--- src/rtl/sad_arb.sv ---
// Round-robin arbiter sharing one in-order SAD pipe between N requesters.
// Issued requester ids are queued in a tag FIFO and paired with results as they return.
module sad_arb #(
  parameter int unsigned W     = 8,
  parameter int unsigned N     = 4,
  parameter int unsigned IDW   = $clog2(N),
  parameter int unsigned DEPTH = 8
) (
  input  logic                     clk,
  input  logic                     rst,
  input  logic [N-1:0]             req_vld,
  output logic [N-1:0]             req_rdy,
  input  logic [N*W-1:0]           req_x0,
  input  logic [N*W-1:0]           req_x1,
  input  logic [N*W-1:0]           req_y0,
  input  logic [N*W-1:0]           req_y1,
  output logic                     pipe_vld,
  output logic [W-1:0]             pipe_x0,
  output logic [W-1:0]             pipe_x1,
  output logic [W-1:0]             pipe_y0,
  output logic [W-1:0]             pipe_y1,
  input  logic                     pipe_rdy,
  input  logic [W+1:0]             pipe_res,
  input  logic                     pipe_res_vld,
  output logic                     pipe_res_rdy,
  output logic                     rsp_vld,
  output logic [IDW-1:0]           rsp_id,
  output logic [W+1:0]             rsp_res,
  input  logic                     rsp_rdy,
  output logic [$clog2(DEPTH):0]   inflight,
  output logic                     err
);

  localparam int unsigned PTRW = $clog2(DEPTH);
  localparam int unsigned CNTW = PTRW + 1;

  typedef enum logic {
    ST_OPEN = 1'b0,
    ST_LOCK = 1'b1
  } state_t;

  state_t            state_q, state_d;
  logic [IDW-1:0]    lock_id_q, lock_id_d;
  logic [IDW-1:0]    rr_ptr_q, rr_ptr_d;
  logic [IDW-1:0]    fifo_q [DEPTH];
  logic [IDW-1:0]    fifo_d [DEPTH];
  logic [PTRW-1:0]   wr_ptr_q, wr_ptr_d;
  logic [PTRW-1:0]   rd_ptr_q, rd_ptr_d;
  logic [CNTW-1:0]   count_q, count_d;
  logic              err_q, err_d;

  logic [IDW-1:0]    rr_gnt;
  logic [IDW-1:0]    gnt;
  logic              locked;
  logic              full;
  logic              empty;
  logic              accept;
  logic              pop_req;
  logic              pop;

  // First valid requester at or after rr_ptr, wrapping modulo N.
  always_comb begin
    int unsigned idx;
    logic        found;
    rr_gnt = rr_ptr_q;
    found  = 1'b0;
    idx    = 0;
    for (int unsigned k = 0; k < N; k++) begin
      idx = 32'(rr_ptr_q) + k;
      if (idx >= N) begin
        idx = idx - N;
      end
      if (!found && req_vld[IDW'(idx)]) begin
        found  = 1'b1;
        rr_gnt = IDW'(idx);
      end
    end
  end

  // Issue side: a stalled grant is pinned until the pipe takes it.
  always_comb begin
    locked   = (state_q == ST_LOCK);
    gnt      = locked ? lock_id_q : rr_gnt;
    full     = (count_q == CNTW'(DEPTH));
    empty    = (count_q == '0);
    pipe_vld = ~full & (locked | (|req_vld));
    accept   = pipe_vld & pipe_rdy;
    req_rdy  = '0;
    pipe_x0  = '0;
    pipe_x1  = '0;
    pipe_y0  = '0;
    pipe_y1  = '0;
    for (int unsigned i = 0; i < N; i++) begin
      if (gnt == IDW'(i)) begin
        req_rdy[i] = pipe_rdy & ~full & pipe_vld;
        pipe_x0    = req_x0[i*W +: W];
        pipe_x1    = req_x1[i*W +: W];
        pipe_y0    = req_y0[i*W +: W];
        pipe_y1    = req_y1[i*W +: W];
      end
    end
  end

  // Response side is a straight pass-through tagged with the FIFO head.
  always_comb begin
    rsp_vld      = pipe_res_vld;
    rsp_res      = pipe_res;
    pipe_res_rdy = rsp_rdy;
    pop_req      = pipe_res_vld & rsp_rdy;
    pop          = pop_req & ~empty;
    rsp_id       = empty ? '0 : fifo_q[rd_ptr_q];
    inflight     = count_q;
    err          = err_q;
  end

  // Next-state: lock FSM, round-robin pointer, tag FIFO and sticky error.
  always_comb begin
    state_d   = state_q;
    lock_id_d = lock_id_q;
    rr_ptr_d  = rr_ptr_q;
    wr_ptr_d  = wr_ptr_q;
    rd_ptr_d  = rd_ptr_q;
    err_d     = err_q;
    fifo_d    = fifo_q;

    if (accept) begin
      state_d          = ST_OPEN;
      rr_ptr_d         = (32'(gnt) == N - 1) ? '0 : gnt + IDW'(1);
      fifo_d[wr_ptr_q] = gnt;
      wr_ptr_d         = wr_ptr_q + PTRW'(1);
    end else if (pipe_vld) begin
      state_d   = ST_LOCK;
      lock_id_d = gnt;
    end

    if (pop) begin
      rd_ptr_d = rd_ptr_q + PTRW'(1);
    end
    if (pop_req && empty) begin
      err_d = 1'b1;
    end

    count_d = count_q + CNTW'(accept) - CNTW'(pop);
  end

  always_ff @(posedge clk) begin
    if (rst) begin
      state_q   <= ST_OPEN;
      lock_id_q <= '0;
      rr_ptr_q  <= '0;
      wr_ptr_q  <= '0;
      rd_ptr_q  <= '0;
      count_q   <= '0;
      err_q     <= 1'b0;
      fifo_q    <= '{default: '0};
    end else begin
      state_q   <= state_d;
      lock_id_q <= lock_id_d;
      rr_ptr_q  <= rr_ptr_d;
      wr_ptr_q  <= wr_ptr_d;
      rd_ptr_q  <= rd_ptr_d;
      count_q   <= count_d;
      err_q     <= err_d;
      fifo_q    <= fifo_d;
    end
  end

endmodule

--- config.mk ---
export PLATFORM = sky130hd
export DESIGN_NAME = sad_arb
export DESIGN_NICKNAME = d
export VERILOG_FILES = /design/src/rtl/sad_arb.sv
export SDC_FILE = /design/constraint.sdc
export NUM_CORES = 1
export LEC_CHECK = 0
export CORE_MARGIN = 3
export CORE_UTILIZATION = 37
export CTS_BUF_LIST = sky130_fd_sc_hd__clkbuf_8
export CTS_CLUSTER_SIZE = 40
export DETAILED_ROUTE_END_ITERATION = 8
export PLACE_DENSITY = 0.84
export SETUP_SLACK_MARGIN = 0.1
export SYNTH_ARGS = -nofsm -noshare
export SYNTH_HDL_FRONTEND = slang
export SYNTH_SLANG_ARGS = --single-unit
export TNS_END_PERCENT = 20
--- constraint.sdc ---
create_clock -name clk -period 4.2 [get_ports clk]
set_input_delay 0.84 -clock clk [delete_from_list [all_inputs] [get_ports clk]]
set_output_delay 0.84 -clock clk [all_outputs]
set_load 0.01 [all_outputs]
# Word-level counts from Yosys, hierarchy flattened

Index checks and enable logic that the tools add are counted.

$add $sub $neg: 12
Magnitude comparators: 11
Eq/ne operators: 4
Muxes and demuxes: 48
Bitwise logic cells: 12
Reductions and logical operators: 13

Operator list:

| kind                  | number |
|---|---|
| $mux W8               | 16 |
| $mux W2               | 14 |
| $bwmux W16            | 1 |
| $lt A2 B3 Y1 const B  | 4 |
| $mux W1               | 11 |
| $ge A3 B3 Y1 const B  | 3 |
| $bmux W1 S2           | 4 |
| $ge A4 B4 Y1 const B  | 2 |
| $not A3 Y4            | 2 |
| $sub A2 B1 Y2 const B | 4 |
| $add A2 B2 Y3 const B | 2 |
| $add A3 B1 Y3 const B | 2 |
| $and A1 B1 Y1         | 6 |
| $bmux W2 S3           | 1 |
| $demux W2 S3          | 1 |
| $logic_and A1 B1 Y1   | 5 |
| $add A4 B1 Y4         | 1 |
| $eq A2 B2 Y1 const B  | 2 |
| $eq A4 B4 Y1 const B  | 1 |
| $logic_not A4 Y1      | 1 |
| $lt A4 B1 Y1 const B  | 1 |
| $reduce_or A4 Y1      | 1 |
| $sub A4 B1 Y4         | 1 |
| $add A2 B1 Y3 const B | 1 |
| other kinds (9)       | 13 |

Bits in registers: 32
Input bits: 147
Output and inout bits: 56

# Depth between registers and ports, before layout

Gate-level depths: netlist of run 1.

Depth after elaboration: 20
Mapped depth: 12

# Worst setup path after synthesis of run 1

No wires, ideal clock.

Path kind: input to output
Start point: input port req_vld[2]
End point: output port pipe_x0[6]
Arrival: 2930 ps
Data required time: 3360 ps
Slack: 430 ps
Cell stages on the path: 12
Path buffers: 3
Cell sequence: nor2_1 a211o_1 a41oi_1 clkbuf_1 inv_1 ha_1 clkbuf_1 clkbuf_1 nand3b_1 a21oi_1 a21oi_1 o21ai_0

Longest elaborated chain between the ends: 18
Elaborated cells between the ends (all ways): 30
Those cells by class: eq/ne (3); mux (20); reduce/logical (7)

RTL lines:

| what                          | line | source |
|---|---|---|
| start, declared               | 11   | `input logic [N-1:0] req_vld,` |
| $bmux W1 S2                   | 73   | `if (!found && req_vld[IDW'(idx)]) begin` |
| $mux W1 (not written as such) | 73   |  |
| $mux W1                       | 73   |  |
| $logic_not A1 Y1              | 73   |  |
| $logic_and A1 B1 Y1           | 73   |  |
| $mux W1                       | 73   |  |
| $logic_not A1 Y1              | 73   |  |
| $logic_and A1 B1 Y1           | 73   |  |
| $mux W1                       | 73   |  |
| $logic_not A1 Y1              | 73   |  |
| $logic_and A1 B1 Y1           | 73   |  |
| $mux W2 *                     | 73   |  |
| $mux W2 *                     | 83   | `gnt = locked ? lock_id_q : rr_gnt;` |
| named net gnt[0]              | 53   | `logic [IDW-1:0] gnt;` |
| $logic_not A2 Y1              | 94   | `if (gnt == IDW'(i)) begin` |
| $mux W8 (3 in a row)          | 94   |  |
| $mux W8 *                     | 94   |  |
| end, declared                 | 18   | `output logic [W-1:0] pipe_x0,` |

The timed path passes the listed nets; every way through them passes the cells marked *. The select of a mux whose other input is x is not followed.

# Worst setup path after layout of run 1

Start point: input port req_vld[1]
End point: output port pipe_y1[6]

Longest elaborated chain between the ends: 18
Elaborated cells between the ends (all ways): 30
Those cells by class: eq/ne (3); mux (20); reduce/logical (7)

RTL lines:

| what                          | line | source |
|---|---|---|
| $bmux W1 S2                   | 73   |  |
| $mux W1 (not written as such) | 73   |  |
| $mux W1                       | 73   |  |
| $logic_not A1 Y1              | 73   |  |
| $logic_and A1 B1 Y1           | 73   |  |
| $mux W1                       | 73   |  |
| $logic_not A1 Y1              | 73   |  |
| $logic_and A1 B1 Y1           | 73   |  |
| $mux W1                       | 73   |  |
| $logic_not A1 Y1              | 73   |  |
| $logic_and A1 B1 Y1           | 73   |  |
| $mux W2 *                     | 73   |  |
| $mux W2 *                     | 83   |  |
| $logic_not A2 Y1              | 94   |  |
| $mux W8 (3 in a row)          | 94   |  |
| $mux W8 *                     | 94   |  |
| end, declared                 | 21   | `output logic [W-1:0] pipe_y1,` |

Mark *: on every way between the ends. The rest lies on a longest branch, timed or not. The select of a mux whose other input is x is not followed.

==> metrics.csv, run 1 <==
stage,metric,value,unit
outcome,run status,completed,
clocking,number of clock buffers inserted by TritonCTS,5,
yosys,parity-gate share of the synthesized area counting xor and xnor cells,1.51,%
sta,count of final setup violators,0,
global_routing,largest net degree at the start of global routing,34,
sta,Final Slew Violations,0,
worst_setup_path,critical path capture point type,primary output,
global_routing,first-pass GRT wire length,17.5,mm
drt,antenna violation net count after detailed routing,0,
floorplanning,Starting Density,39.1,%
yosys,area share of the largest cell type after synthesis,22.0,%
drt,total via count in the routed design,3658,
drt,Total Routed Length,11.2,mm
yosys,fraction of synthesized area in multiplexers,3.78,%
finish,Layout Cell Area excl Fill,5010,µm²
yosys,share of synthesized registers carrying an async set or reset,0,%
global_routing,vias in the first global route,3749,
clocking,H-tree lvl count,2,
sta,final critical delay including setup and external delays,3.96,ns
worst_setup_path,first element of the critical path,req_vld[1],
clocking,hold buffer count at cts,0,
worst_setup_path,source of the worst register-to-register timing path,inflight[2],
worst_setup_path,termination of the worst setup path,pipe_y1[6],
worst_setup_path,cell type group with the largest total delay on the critical path,buffers and inverters,
clocking,clock net sink count,32,
worst_setup_path,crit-path max FO,6,
place,Routability Congestion,0.944,
yosys,distinct cell type count of the synthesized netlist,44,
flow_run,number of max-capacitance violations reported,0,
sta,final setup skew,0.00163,ns
yosys,main flop type after synthesis,dfxtp_1,
worst_setup_path,Critical Path Slowest Stage Cell,a221o_1,
yosys,Mapped Avg Cell Area,6.98,µm²
worst_setup_path,number of logic stages on the critical path including buffering,13,
floorplanning,horizontal die dimension,94.7,µm
worst_hold_path,worst hold path cell count,2,
worst_setup_path,Slowest Stage Delay on Critical Path,0.32,ns
worst_hold_path,path type of the worst min-delay path,reg2reg,
floorplanning,number of cell rows,31,
yosys,Syn Nets,577,
yosys,main combinational cell family by area after synthesis,compound AO/OA/AOI/OAI gates,
sta,worst max-slew margin expressed relative to the limit,20.9,%
sta,Hold Fails Final Rpt,0,
finish,core occupancy in the finished layout,67.3,%
yosys,biggest area contributors in the synthesized netlist,"dfxtp_1 (22%), a21oi_1 (13%), nand2_1 (8.5%)",
yosys,compound-cell area share of the yosys netlist,29.6,%
floorplanning,num ports,203,
yosys,total of flip-flops plus latches after synthesis,32,
worst_setup_path,cell chain of the critical path,dlygate4sd2_1 > o21ai_0 > a221o_1 > a31oi_2 > buf_4 > ha_2 > buf_6 > buf_4 > nand3b_1 > a21oi_2 > a21oi_1 > o21ai_1 > clkdlybuf4s15_2,
worst_setup_path,WP buf/inv,5,
yosys,post-synthesis instance total,417,
drt,number of detailed-route iterations in the first pass,5,
drt,initial drt markers,194,
global_routing,total overflow reported by the global router,0,
yosys,sequential area share after synthesis,22.0,%
yosys,Post-Syn Area,2910,µm²
floorplanning,height of the die,94.7,µm
worst_setup_path,cell type with the highest occurrence count on the critical path,buf_4,
yosys,adder and majority cell fraction of the synthesized area,5.85,%
sta,final-layout worst hold slack,0.496,ns
sta,slew of the pin with the lowest slew margin,1.18,ns
yosys,Syn. warnings,0,
clocking,Clock Latency Late Sink,0.28,ns
drt,via density per instance,5.32,
place,DP HPWL,8.93,mm
clocking,CTS max path bufs,2,
global_routing,antenna violations before repair,1,
drt,Avg WL per Cell,16.3,µm
power,leakage power,1.89,nW
floorplanning,area of the placeable core,7450,µm²
power,Final Power,2.33,mW
sta,period utilisation layout,94.2,%
sta,unrepaired setup endpoints after global routing,no,
floorplanning,area enclosed by the die boundary,8960,µm²
worst_setup_path,crit start category,primary input,
worst_setup_path,number of cells traversed by the worst register-to-register path,11,
worst_setup_path,reg-to-reg endpoint,inflight[2],
clocking,Clock Root Buffer,clkbuf_8,
worst_setup_path,worst setup path category,in2out,
power,maximum ir drop on the vdd rail,0.000309,V
global_routing,GRT Total Usage,24.4,%
yosys,dominant cell type by area after synthesis,dfxtp_1,
worst_setup_path,slack of the worst reg-to-reg path,1.54,ns
yosys,area share of and/or/nand/nor cells after synthesis,27.4,%
finish,"most common cell after layout, fill and taps aside",clkdlybuf4s50_1,
clocking,clock tree from TritonCTS,done,
sta,max frequency,253,MHz
worst_setup_path,Worst Path Arrival,3.12,ns
finish,layout cell share with drive strength beyond 1,12.9,%
power,power density cells,465,nW/µm²
finish,number of nets in the layout,748,
yosys,number of enable-type register cells in the synthesized netlist,0,
clocking,Clock transition at path regs,0.06,ns
finish,Syn-to-layout area delta,72.4,%
drt,Remaining DRCs,0,
place,instance area after placement,4840,µm²
place,IO buf count,182,
finish,most frequent cells in the layout,"clkdlybuf4s50_1 (146), a21oi_1 (76), nand2_1 (66)",
worst_setup_path,"Req. time, crit path",3.36,ns
==> power breakdown <==
part / internal, mW / switching (mW) / total [mW]
sequential: 0.351 / 0.0533 / 0.405
combinational: 0.845 / 0.831 / 1.68
clock: 0.146 / 0.108 / 0.253
==> through the flow <==
step / instances / setup slack [ns] / TNS (ns)
after floorplan: 417 / 0.430 / 0
after global placement: 674 / -0.448 / -12.03
after detailed placement: 674 / -0.495 / -13.30
after CTS: 686 / 0.0811 / 0
after global routing: 688 / 0.103 / 0
final: 688 / 0.242 / 0
==> worst min-delay path, stage by stage, from the launching register on <==
cell and delay, ns:
dfxtp_1 0.34, a31oi_1 0.05, nor2_1 0.07
==> layout make-up <==
cell class	count	area, µm²
multi-input combinational	323	2050
timing repair buffer	213	2050
clock buffer	7	96.3
fill	648	2430
tap	99	124
sequential	32	641
antenna	1	2.50
inverter	13	48.8
==> flip-flops by register name, indices dropped and copies added (netlist names) <==
name,flops
err,1
locked,1
fifo_q,16
rr_ptr_q,2
inflight,4
wr_ptr_q,3
lock_id_q,2
rd_ptr_q,3
==> worst min-delay path by stage <==
stage,startpoint,end
2_1_floorplan,wr_ptr_q[1],wr_ptr_q[1]
3_3_place_gp,err,err
3_5_place_dp,err,err
4_1_cts,err,err
5_1_grt,lock_id_q[0],lock_id_q[0]
6_report,err,err
==> logic make-up (layout without fill, tap and decap cells) <==
group / after synthesis / count (layout)
fa+ha+maj: 13 / 13
buf+inv: 62 / 233
xor+xnor: 5 / 5
simple gates: 151 / 151
other cells: 0 / 1
flops: 32 / 32
mux: 6 / 6
compound gates: 148 / 148
==> synthesized netlist by cell type, drive strengths merged, types with 3 or more instances <==
cell	number
nor3b	6
o31ai	4
clkbuf	33
inv	13
ha	12
nor2b	10
dfxtp	32
nor2	16
a211oi	18
a221oi	4
and2	9
o21ai	33
buf	16
a21oi	78
and3	4
xnor2	3
nand3b	28
nand2	66
nor3	5
mux4	4
==> repair_timing <==
action	4_1_cts	5_1_grt
setup endpoints to repair	36	35
setup buffers	5	1
pin swaps	3	2
resized for setup	79	11
==> layer usage <==
layer	track usage [%]	routed length, µm	vias to the layer above
met4	7.81	296	0
met1	26.6	4290	1706
met3	4.86	624	25
li1	-	-	1806
met2	46.9	5990	121
met5	0	0	-
Note: power is estimated with default switching activity, not from simulation.
==> run 2, diff against run 1 <==
- CAP_MARGIN: default -> 30
- CORE_UTILIZATION: 37 -> 36
- CTS_BUF_LIST: sky130_fd_sc_hd__clkbuf_8 -> default
- PLACE_DENSITY: 0.84 -> 0.82
==> run 2 against run 1 <==
Effect of this change:
- clock power down 7.9%
- first-iteration DRC count down 22%
- maximum frequency about the same
- sequential share of layout area down 0.17 points
- final area up 1.3%
- routed wire length about the same
- critical path type unchanged
- critical path depth down 2
- non-clock buffer count unchanged
- largest cell class unchanged
- register-to-register slack better by 0.07 ns
==> metrics.csv, run 2 (synthesized netlist as in run 1, its figures left out) <==
stage,metric,value,unit,change
worst_setup_path,number of logic stages on the critical path including buffering,11,,-2
sta,Hold Fails Final Rpt,0,,unchanged
finish,area taken by multi-input logic gates,2040,µm²,-0.49%
clocking,H-tree lvl count,2,,unchanged
worst_setup_path,Critical Path Slowest Stage Cell,clkdlybuf4s50_1,,
drt,met2 WL post-DR,6.01,mm,+0.30%
global_routing,antenna violations before repair,0,,-1
finish,area occupied by registers,641,µm²,unchanged
global_routing,GRT Total Usage,24.0,%,-0.40 points
power,Net Sw Power,1.00,mW,+1.0%
finish,core occupancy in the finished layout,65.4,%,-1.9 points
global_routing,first-pass GRT wire length,17.3,mm,-0.99%
clocking,clock net sink count,32,,unchanged
finish,layout cell share with drive strength beyond 1,13.6,%,+0.66 points
worst_setup_path,"Req. time, crit path",3.36,ns,about the same
worst_setup_path,worst setup path category,in2out,,
worst_setup_path,crit-path max FO,21,,+15
finish,Top reg by flops,fifo_q,,
worst_setup_path,critical path capture point type,primary output,,
sta,unrepaired setup endpoints after global routing,yes,,
sta,period utilisation layout,94.1,%,about the same
power,power density cells,463,nW/µm²,-0.51%
floorplanning,num ports,203,,unchanged
worst_setup_path,Slowest Stage Delay on Critical Path,0.48,ns,+0.16 ns
place,Routability Congestion,0.864,,-8.4%
finish,"most common cell after layout, fill and taps aside",clkdlybuf4s50_1,,
sta,Final Slew Violations,0,,unchanged
power,leakage power,1.92,nW,+1.3%
worst_hold_path,worst hold path cell count,2,,unchanged
finish,diode count,0,,-1
finish,most frequent cells in the layout,"clkdlybuf4s50_1 (146), a21oi_1 (76), nand2_1 (66)",,
place,DP HPWL,9.10,mm,+1.9%
clocking,clock tree from TritonCTS,done,,
global_routing,vias in the first global route,3702,,-1.3%
finish,number of nets in the layout,748,,unchanged
power,sequential power share,17.1,%,-0.2 points
sta,max frequency,253,MHz,about the same
sta,final setup skew,0.00997,ns,+0.00834 ns
drt,antenna violation net count after detailed routing,0,,unchanged
sta,slew of the pin with the lowest slew margin,0.648,ns,-0.534 ns
clocking,CTS max path bufs,2,,unchanged
worst_setup_path,Worst Path Arrival,3.11,ns,about the same
clocking,number of post-CTS setup repair buffers,0,,-5
worst_setup_path,cell chain of the critical path,clkdlybuf4s15_1 > nor2_1 > a221o_1 > a31oi_1 > buf_4 > inv_1 > ha_4 > buf_8 > buf_4 > and3_1 > clkdlybuf4s50_1,,
finish,Syn-to-layout area delta,74.7,%,
floorplanning,horizontal die dimension,95.9,µm,+1.3%
power,combinational share of power,73.0,%,+1.2 points
sta,final critical delay including setup and external delays,3.95,ns,-0.00383 ns
clocking,number of clock buffers inserted by TritonCTS,5,,unchanged
clocking,Clock transition at path regs,0.07,ns,about the same
global_routing,largest net degree at the start of global routing,38,,+12%
floorplanning,number of cell rows,32,,+3.2%
power,power share of the clock group,9.9,%,-1.0 points
worst_setup_path,WP buf/inv,6,,+1
floorplanning,area enclosed by the die boundary,9190,µm²,+2.6%
drt,number of detailed-route iterations in the first pass,4,,-1
worst_setup_path,number of cells traversed by the worst register-to-register path,11,,unchanged
flow_run,number of max-capacitance violations reported,0,,unchanged
floorplanning,height of the die,95.9,µm,+1.3%
power,Final Power,2.35,mW,+0.83%
drt,Avg WL per Cell,16.2,µm,-0.45%
clocking,Clock Root Buffer,clkbuf_8,,
finish,number of filler instances in the final layout,672,,+3.7%
floorplanning,area of the placeable core,7770,µm²,+4.3%
worst_setup_path,crit start category,primary input,,
worst_setup_path,cell type with the highest occurrence count on the critical path,buf_4,,
sta,count of final setup violators,0,,unchanged
worst_setup_path,cell type group with the largest total delay on the critical path,buffers and inverters,,
worst_hold_path,path type of the worst min-delay path,reg2reg,,
drt,detailed-routed wire length on met3,771,µm,+24%
drt,wl on met1,4.09,mm,-4.5%
power,maximum ir drop on the vdd rail,0.000237,V,-23%
outcome,run status,completed,,
global_routing,total overflow reported by the global router,0,,unchanged
power,cell-internal power,1.35,mW,+0.71%
floorplanning,Starting Density,37.5,%,-1.6 points
clocking,Clock Latency Late Sink,0.29,ns,about the same
place,IO buf count,182,,unchanged
drt,via density per instance,5.33,,+0.25%
drt,Total Routed Length,11.2,mm,about the same
drt,uppermost signal routing layer after detailed routing,met4,,
drt,total via count in the routed design,3683,,+0.68%
drt,Remaining DRCs,0,,unchanged
drt,initial drt markers,151,,-22%
sta,worst max-slew margin expressed relative to the limit,56.7,%,+36 points
power,switching part of the total,42.6,%,+0.072 points
finish,flip-flop count of the largest register after layout,16,,unchanged
==> run 2: power groups by stage <==
stage	sequential, mW	combinational (mW)	clock (mW)
finish	0.403	1.72	0.233
global route	0.412	1.88	0.248
CTS	0.403	1.72	0.236
global placement	0.405	1.75	0
detailed placement	0.408	1.79	0
floorplan	0.394	0.877	0
==> run 2: path summary, 6_finish.rpt <==
check,start,to,slack [ns]
setup reg to reg,inflight[2],inflight[2],1.61
hold / removal,err,err,0.49
hold reg to reg,err,err,0.49
setup / recovery,req_vld[1],req_rdy[2],0.25
==> run 2: through the flow <==
stage | setup slack, ns | TNS, ns | hold WS, ns | instances | cell area [µm²]
floorplan | 0.430 | 0 | 0.461 | 417 | 2910
global placement | -0.388 | -10.08 | 0.448 | 682 | 4950
detailed placement | -0.463 | -12.28 | 0.484 | 683 | 4980
CTS | 0.116 | 0 | 0.499 | 691 | 5090
global route | 0.0752 | 0 | 0.530 | 691 | 5080
finish | 0.246 | 0 | 0.485 | 691 | 5080
==> run 2: repair_timing <==
action	CTS	global route
pin swaps	2	1
setup endpoints to repair	36	32
hold buffers	0	0
gates cloned	0	0
resized for setup	77	22
==> run 2: area by class of cell <==
class,instances,share of cell area (%)
Clock buffer,5,1.35
Clock inverter,3,0.369
Inverter,13,0.960
Multi-Input combinational cell,323,40.1
Sequential cell,32,12.6
Tap cell,102,2.51
Timing Repair Buffer,213,42.1
==> run 2: per-layer routing <==
| metal | vias to the layer above | global-route usage [%] |
|---|---|---|
| li1 | 1803 | - |
| met1 | 1719 | 24.8 |
| met2 | 135 | 46.2 |
| met3 | 26 | 6.65 |
| met4 | 0 | 7.94 |
| met5 | - | 0 |
==> run 2: worst reg2reg max path, delay by kind of cell (launching register included) <==
| kind | cells | cell delay (ns) |
|---|---|---|
| DFF | 1 | 0.31 |
| and+or+nand+nor | 3 | 0.79 |
| buffers and inverters | 3 | 0.21 |
| xor gates and xnor gates | 1 | 0.15 |
| adders and majority gates | 4 | 1.01 |
